$ cat src/rtl/uart_pkg.sv
// Shared UART definitions: receiver FSM states, data width, baud helper.
package uart_pkg;

    localparam int UART_DATA_W = 8;

    typedef enum logic [2:0] {
        ST_IDLE,
        ST_START,
        ST_DATA,
        ST_STOP,
        ST_BREAK
    } uart_state_t;

    // Clock cycles per bit, rounded to nearest (e.g. 100 MHz / 500 kbaud = 200).
    function automatic int prescaler_for(input int clk_hz, input int baud);
        return (clk_hz + baud / 2) / baud;
    endfunction

endpackage

$ cat src/rtl/sync_2ff.sv
// Two-flop synchroniser for asynchronous inputs, with a configurable reset value.
module sync_2ff #(
    parameter int           W       = 1,
    parameter logic [W-1:0] RST_VAL = '0
) (
    input  logic         i_clk,
    input  logic         i_rst,
    input  logic [W-1:0] i_d,
    output logic [W-1:0] o_q
);

    logic [W-1:0] r_meta;
    logic [W-1:0] r_sync;

    // Two back-to-back flops; only the second one is used downstream.
    always_ff @(posedge i_clk) begin
        if (i_rst) begin
            r_meta <= RST_VAL;
            r_sync <= RST_VAL;
        end else begin
            r_meta <= i_d;
            r_sync <= r_meta;
        end
    end

    assign o_q = r_sync;

endmodule

$ cat src/rtl/uart_rx.sv
// 8N1 UART receiver: mid-bit sampling, one-entry valid/ready output register,
// single-cycle framing-error and overrun pulses.
module uart_rx
    import uart_pkg::*;
#(
    parameter int PRESCALER = 200
) (
    input  logic                   CLK,
    input  logic                   RST,
    input  logic                   UART_RX,
    output logic [UART_DATA_W-1:0] O_DATA,
    output logic                   O_VALID,
    input  logic                   O_READY,
    output logic                   FRAME_ERR,
    output logic                   OVERRUN
);

    localparam int               CNT_W = (PRESCALER > 1) ? $clog2(PRESCALER) : 1;
    localparam logic [CNT_W-1:0] HALF  = CNT_W'(PRESCALER / 2 - 1);
    localparam logic [CNT_W-1:0] FULL  = CNT_W'(PRESCALER - 1);

    logic                   w_rx_s;
    uart_state_t            r_state, w_state_nxt;
    logic [CNT_W-1:0]       r_cnt, w_cnt_nxt;
    logic [2:0]             r_bitn, w_bitn_nxt;
    logic [UART_DATA_W-1:0] r_sh, w_sh_nxt;
    logic                   w_tick;
    logic                   w_done;
    logic                   w_ferr;

    sync_2ff #(
        .W       (1),
        .RST_VAL (1'b1)
    ) u_sync (
        .i_clk (CLK),
        .i_rst (RST),
        .i_d   (UART_RX),
        .o_q   (w_rx_s)
    );

    assign w_tick = (r_cnt == '0);

    // State and datapath registers.
    always_ff @(posedge CLK) begin
        if (RST) begin
            r_state <= ST_IDLE;
            r_cnt   <= '0;
            r_bitn  <= '0;
            r_sh    <= '0;
        end else begin
            r_state <= w_state_nxt;
            r_cnt   <= w_cnt_nxt;
            r_bitn  <= w_bitn_nxt;
            r_sh    <= w_sh_nxt;
        end
    end

    // Next-state logic: hunt start, sample each bit at its centre, check stop.
    always_comb begin
        w_state_nxt = r_state;
        w_cnt_nxt   = r_cnt;
        w_bitn_nxt  = r_bitn;
        w_sh_nxt    = r_sh;
        w_done      = 1'b0;
        w_ferr      = 1'b0;
        case (r_state)
            ST_IDLE: begin
                if (!w_rx_s) begin
                    w_cnt_nxt   = HALF;
                    w_state_nxt = ST_START;
                end
            end
            ST_START: begin
                if (!w_tick) begin
                    w_cnt_nxt = r_cnt - CNT_W'(1);
                end else if (w_rx_s) begin
                    // Line back high at mid start bit: a glitch, not a frame.
                    w_state_nxt = ST_IDLE;
                end else begin
                    w_cnt_nxt   = FULL;
                    w_bitn_nxt  = '0;
                    w_state_nxt = ST_DATA;
                end
            end
            ST_DATA: begin
                if (!w_tick) begin
                    w_cnt_nxt = r_cnt - CNT_W'(1);
                end else begin
                    w_sh_nxt  = {w_rx_s, r_sh[UART_DATA_W-1:1]};
                    w_cnt_nxt = FULL;
                    if (r_bitn == 3'd7) w_state_nxt = ST_STOP;
                    else                w_bitn_nxt  = r_bitn + 3'd1;
                end
            end
            ST_STOP: begin
                if (!w_tick) begin
                    w_cnt_nxt = r_cnt - CNT_W'(1);
                end else if (w_rx_s) begin
                    // Leave half a bit early so the next start edge is not missed.
                    w_done      = 1'b1;
                    w_state_nxt = ST_IDLE;
                end else begin
                    w_ferr      = 1'b1;
                    w_state_nxt = ST_BREAK;
                end
            end
            ST_BREAK: begin
                // A held-low line must not be decoded as repeated 0x00 frames.
                if (w_rx_s) w_state_nxt = ST_IDLE;
            end
            default: w_state_nxt = ST_IDLE;
        endcase
    end

    // Output register with same-cycle accept-and-reload, plus error pulses.
    always_ff @(posedge CLK) begin
        if (RST) begin
            O_DATA    <= '0;
            O_VALID   <= 1'b0;
            FRAME_ERR <= 1'b0;
            OVERRUN   <= 1'b0;
        end else begin
            FRAME_ERR <= w_ferr;
            OVERRUN   <= w_done && O_VALID && !O_READY;
            if (w_done && (!O_VALID || O_READY)) begin
                O_DATA  <= r_sh;
                O_VALID <= 1'b1;
            end else if (O_VALID && O_READY) begin
                O_VALID <= 1'b0;
            end
        end
    end

endmodule
$ cat config.mk
export PLATFORM = sky130hd
export DESIGN_NAME = uart_rx
export DESIGN_NICKNAME = d
export VERILOG_FILES = /design/src/rtl/uart_pkg.sv /design/src/rtl/sync_2ff.sv /design/src/rtl/uart_rx.sv
export SDC_FILE = /design/constraint.sdc
export NUM_CORES = 1
export LEC_CHECK = 0
export ABC_CLOCK_PERIOD_IN_PS = 4800
export CAP_MARGIN = 10
export CORE_MARGIN = 3
export CORE_UTILIZATION = 48
export DETAILED_ROUTE_END_ITERATION = 10
export GPL_ROUTABILITY_DRIVEN = 0
export GPL_TIMING_DRIVEN = 0
export HOLD_SLACK_MARGIN = 0.03
export PLACE_DENSITY = 0.68
export SYNTH_ARGS = -nofsm -noshare
export SYNTH_HDL_FRONTEND = slang
export SYNTH_SLANG_ARGS = --single-unit
export TNS_END_PERCENT = 50
$ cat constraint.sdc
create_clock -name CLK -period 4.8 [get_ports CLK]
set_clock_uncertainty 0.1 [all_clocks]
set_input_delay 0.72 -clock CLK [delete_from_list [all_inputs] [get_ports CLK]]
set_output_delay 0.72 -clock CLK [all_outputs]
set_load 0.02 [all_outputs]
==> flow_results.org <==
** Run status
- Result of the run :: finished clean

** Timing
- Transition time at the pin with the least slew margin :: 0.960 ns
- Worst slew margin relative to its limit :: between 30% and 40%
- The routed design could run at a clock period as short as 2.39 ns.
- Unrepaired setup endpoints after global routing :: no
- Final worst-path cycle share :: 49.7%
- The count of final hold-check violations was 0.
- Final Slew Violations :: 0
- Accumulated negative setup slack :: 0 ns
- Setup violations remaining at the end of the flow were counted as 0.
- Timing would allow up to approximately 420 MHz.

** Cells and area
- Number of nets at the end of the flow :: 220
- Of the cells placed in the final design, the portion with a size suffix greater than 1 is approximately a tenth.
- After routing the design area is slightly below 2000 sq um.
- Diode insertion count for antenna repair :: 0
- Across the whole layout, storage elements account for about 700 sq um.
- Most common cell after layout, fill and taps aside :: sky130_fd_sc_hd__dfxtp_1
- Synth-to-Final Area Change :: 15.8%
- Area used by multi-input combinational logic :: roughly 900 sq um
- After filler insertion, the fill cell instance count of the layout stands at 304.
- In the layout the commonest cells are sky130_fd_sc_hd__dfxtp_1, sky130_fd_sc_hd__a21oi_1, sky130_fd_sc_hd__nand3_1, sky130_fd_sc_hd__nor2_1, sky130_fd_sc_hd__clkdlybuf4s50_1.

** Global route
- The first global-routing pass estimated roughly 6500 um of wire.
- Pin count of the biggest net entering global routing :: 13
- Number of global-route vias before repair :: 1434
- Remaining global-route overflow :: 0
- The initial antenna violation count was 0.
- Global routing consumed, over all layers together, 19.4% of the routing resources.

** Die
- Die area :: 4310 sq um
- In this run the count of I/O pins placed on the die edge is 15.
- The floorplan has 21 rows.
- Core ar. :: roughly 3400 sq um
- The initial utilization of the core area, before any placement, comes to roughly half.
- From bottom edge to top edge, the die measures approximately 66 um.
- Overall die width :: 65.6 um

** Logic synthesis
- Post-synthesis instance total :: between 150 and 200
- Sequential share of the synthesized area :: 41.1%
- Synthesis instantiated 46 different standard cells from the library.
- Fraction of synthesis flops using an asynchronous set or reset pin :: 0%
- Cell types occupying the most area after synthesis :: sky130_fd_sc_hd__dfxtp_1, sky130_fd_sc_hd__mux2i_1, sky130_fd_sc_hd__a21oi_1, sky130_fd_sc_hd__nand3_1, sky130_fd_sc_hd__nor2_1
- Post-synth EDFFs :: 0
- Count of yosys warnings during synthesis :: 0
- Summing every instance area after synthesis gives 1710 sq um.
- Cell type with the highest aggregate area in the netlist :: sky130_fd_sc_hd__dfxtp_1
- Syn_nets :: 200
- Flops & latches, synth :: 35
- Averaged over all synthesized cells, the footprint is around 8.9 sq um.
- Summed over its instances, the top area cell type makes up 41.1% of the synthesized netlist area.
- Among all flip-flop cells after synthesis, the most frequent one is sky130_fd_sc_hd__dfxtp_1.

** Hold path
- Hold path start :: u_sync.r_meta
- In this run the worst hold path is classified as register to register.
- The worst hold path terminates at u_sync.o_q.
- Instance count along the most critical hold path :: 1

** Clock network
- Resized cells post-CTS :: 0
- The root buffer cell chosen for the clock tree is sky130_fd_sc_hd__clkbuf_4.
- The clock net in this run drives a total of 35 sinks.
- Number of levels in the clock H-tree :: 2
- TritonCTS built the clock tree.
- The number of setup buffers added after CTS is 0.
- Number of buffers inserted during clock tree synthesis :: 5
- After clock tree synthesis, the clock-pin slew on the worst setup and hold paths is around 0.11 ns.
- Maximum number of buffers from clock root to sink :: 2
- Clock insertion delay at the later pin of the skew report :: around 0.35 ns
- Hold bufs inserted after CTS :: 0

** Flow run
- Max Cap Violations :: 0

** Critical path
- Arrival time at the worst endpoint :: 2.51 ns
- The critical path in this run is classified as register to register.
- Of all nets on the critical path, the largest fanout is 8.
- Critical path capture point type :: register
- CP Launch Type :: register
- Number of cells traversed by the worst register-to-register path :: 7
- Critical register-to-register path endpoint :: r_cnt[2]
- In this run the critical register-to-register path is launched from r_cnt[0].
- Across all register-to-register paths, the minimum setup slack is 2.41 ns.
- STA puts the critical path data required time at 4.93 ns.

** Pwr
- In this run the power spent charging and discharging nets is ~180 uW.
- Leakage Power :: 0.000691 uW
- Design internal power :: between 400 and 500 uW
- Cell Pwr Density :: between 300 and 400 nW/um^2
- Sequential share of power :: around 49%
- Per report_power, the clock group accounts for 34.6% of the total.
- Worst IR drop on VDD :: ~170 uV
- After layout, the design draws a total of 620 uW.
- In this run switching power makes up between 20 and 30% of total power.
- The share of total power dissipated in combinational logic is roughly 16%.

** Drt
- Length of the first detailed-routing pass in iterations :: 4
- Post-route ant nets :: 0
- After detailed routing, the number of remaining DRC violations is 0.
- After detailed routing, the number of vias per cell comes to between 5 and 6.
- The detailed router placed between 1.5k and 2k vias in this run.
- In the final routed layout, each cell accounts on average for between 10 and 15 um.
- Initial drt markers :: roughly 140
- Routed WL :: between 3000 and 4000 um

** Placement
- During placement, the flow inserted port buffers numbering 13.
- Area after DPL :: approximately 1900 sq um
- Post-DP HPWL :: 2700 um
cell type report:
class,count,share of cell area [%]
multi-input combinational,137,46.4
timing repair buffer,13,6.59
clock buffer,5,1.90
sequential,35,35.5
tap,46,2.91
buffer,11,2.85
inverter,9,1.71
clock inverter,3,2.22
registers in the layout, indices dropped and copies added, names as in the netlist:
register / cells
O_VALID: 1
r_sh: 8
r_bitn: 3
OVERRUN: 1
r_cnt: 8
r_state: 3
u_sync.o_q: 1
u_sync.r_meta: 1
FRAME_ERR: 1
O_DATA: 8
routing by layer:
metal	routed length [um]	GRT usage (%)	vias up	part of all wire [%]
met3	174	4.27	6	4.6
met4	65	9.33	0	1.7
met2	1720	29.2	48	46
met1	1810	26.1	723	48
met5	0	0	-	0
li1	-	-	750	-
synthesized netlist by cell type (all sizes together) (3+ instances only):
| library cell | n |
|---|---|
| inv | 9 |
| nor4 | 5 |
| or3b | 3 |
| nand3 | 16 |
| o211ai | 3 |
| nand3b | 3 |
| nand2b | 6 |
| nand2 | 10 |
| nor3 | 7 |
| clkbuf | 9 |
| ha | 4 |
| o21ai | 3 |
| mux2i | 10 |
| nor2 | 15 |
| a21oi | 18 |
| dfxtp | 35 |
critical path, cell delays in order, from the launching register on:
cell and delay, ns:
sky130_fd_sc_hd__dfxtp_1 0.37, sky130_fd_sc_hd__inv_1 0.09, sky130_fd_sc_hd__ha_1 0.19, sky130_fd_sc_hd__or3b_2 0.45
sky130_fd_sc_hd__clkbuf_1 0.28, sky130_fd_sc_hd__nor4_1 0.53, sky130_fd_sc_hd__nand3b_1 0.18, sky130_fd_sc_hd__o41ai_1 0.07
how the worst max path moves through the flow:
stage / startpoint / endpoint / slack, ns
finish: r_cnt[0] / r_cnt[2] / 2.41
global route: r_cnt[0] / r_cnt[2] / 2.29
CTS: r_cnt[0] / O_DATA[3] / 2.40
detailed placement: r_cnt[0] / O_DATA[3] / 2.43
global placement: r_cnt[0] / O_DATA[2] / 2.50
floorplan: r_cnt[0] / O_DATA[0] / 2.69
kinds of logic (layout without fill, tap and decap cells):
group,count (synthesis),in the layout,share of synthesized area (%)
adder cells (fa/ha/maj),4,4,2.93
multiplexers,10,10,5.87
buffers and inverters,20,41,5.28
AND/OR/NAND/NOR,78,78,25.8
AO/OA/AOI/OAI,44,44,18.5
XOR/XNOR,1,1,0.513
flip-flops,35,35,41.1
per-stage QoR:
step                      setup slack, ns  utilization [%]  cells  hold WS, ns
after CTS                            2.40             58.3    259        0.332
after global routing                 2.29             58.3    259        0.351
after floorplan                      2.69                -    192        0.289
after detailed placement             2.43             55.9    251        0.303
after global placement               2.50             55.9    251        0.298
final                                2.41             58.3    259        0.324
power by group through the flow:
stage | combinational, uW | clock (uW) | sequential [uW]
6_report | 102 | 215 | 304
5_1_grt | 109 | 231 | 306
4_1_cts | 99.2 | 221 | 304
3_5_place_dp | 98.5 | 0 | 310
3_3_place_gp | 96.2 | 0 | 310
2_1_floorplan | 73.8 | 0 | 309
Note: power is estimated with default switching activity, not from simulation.
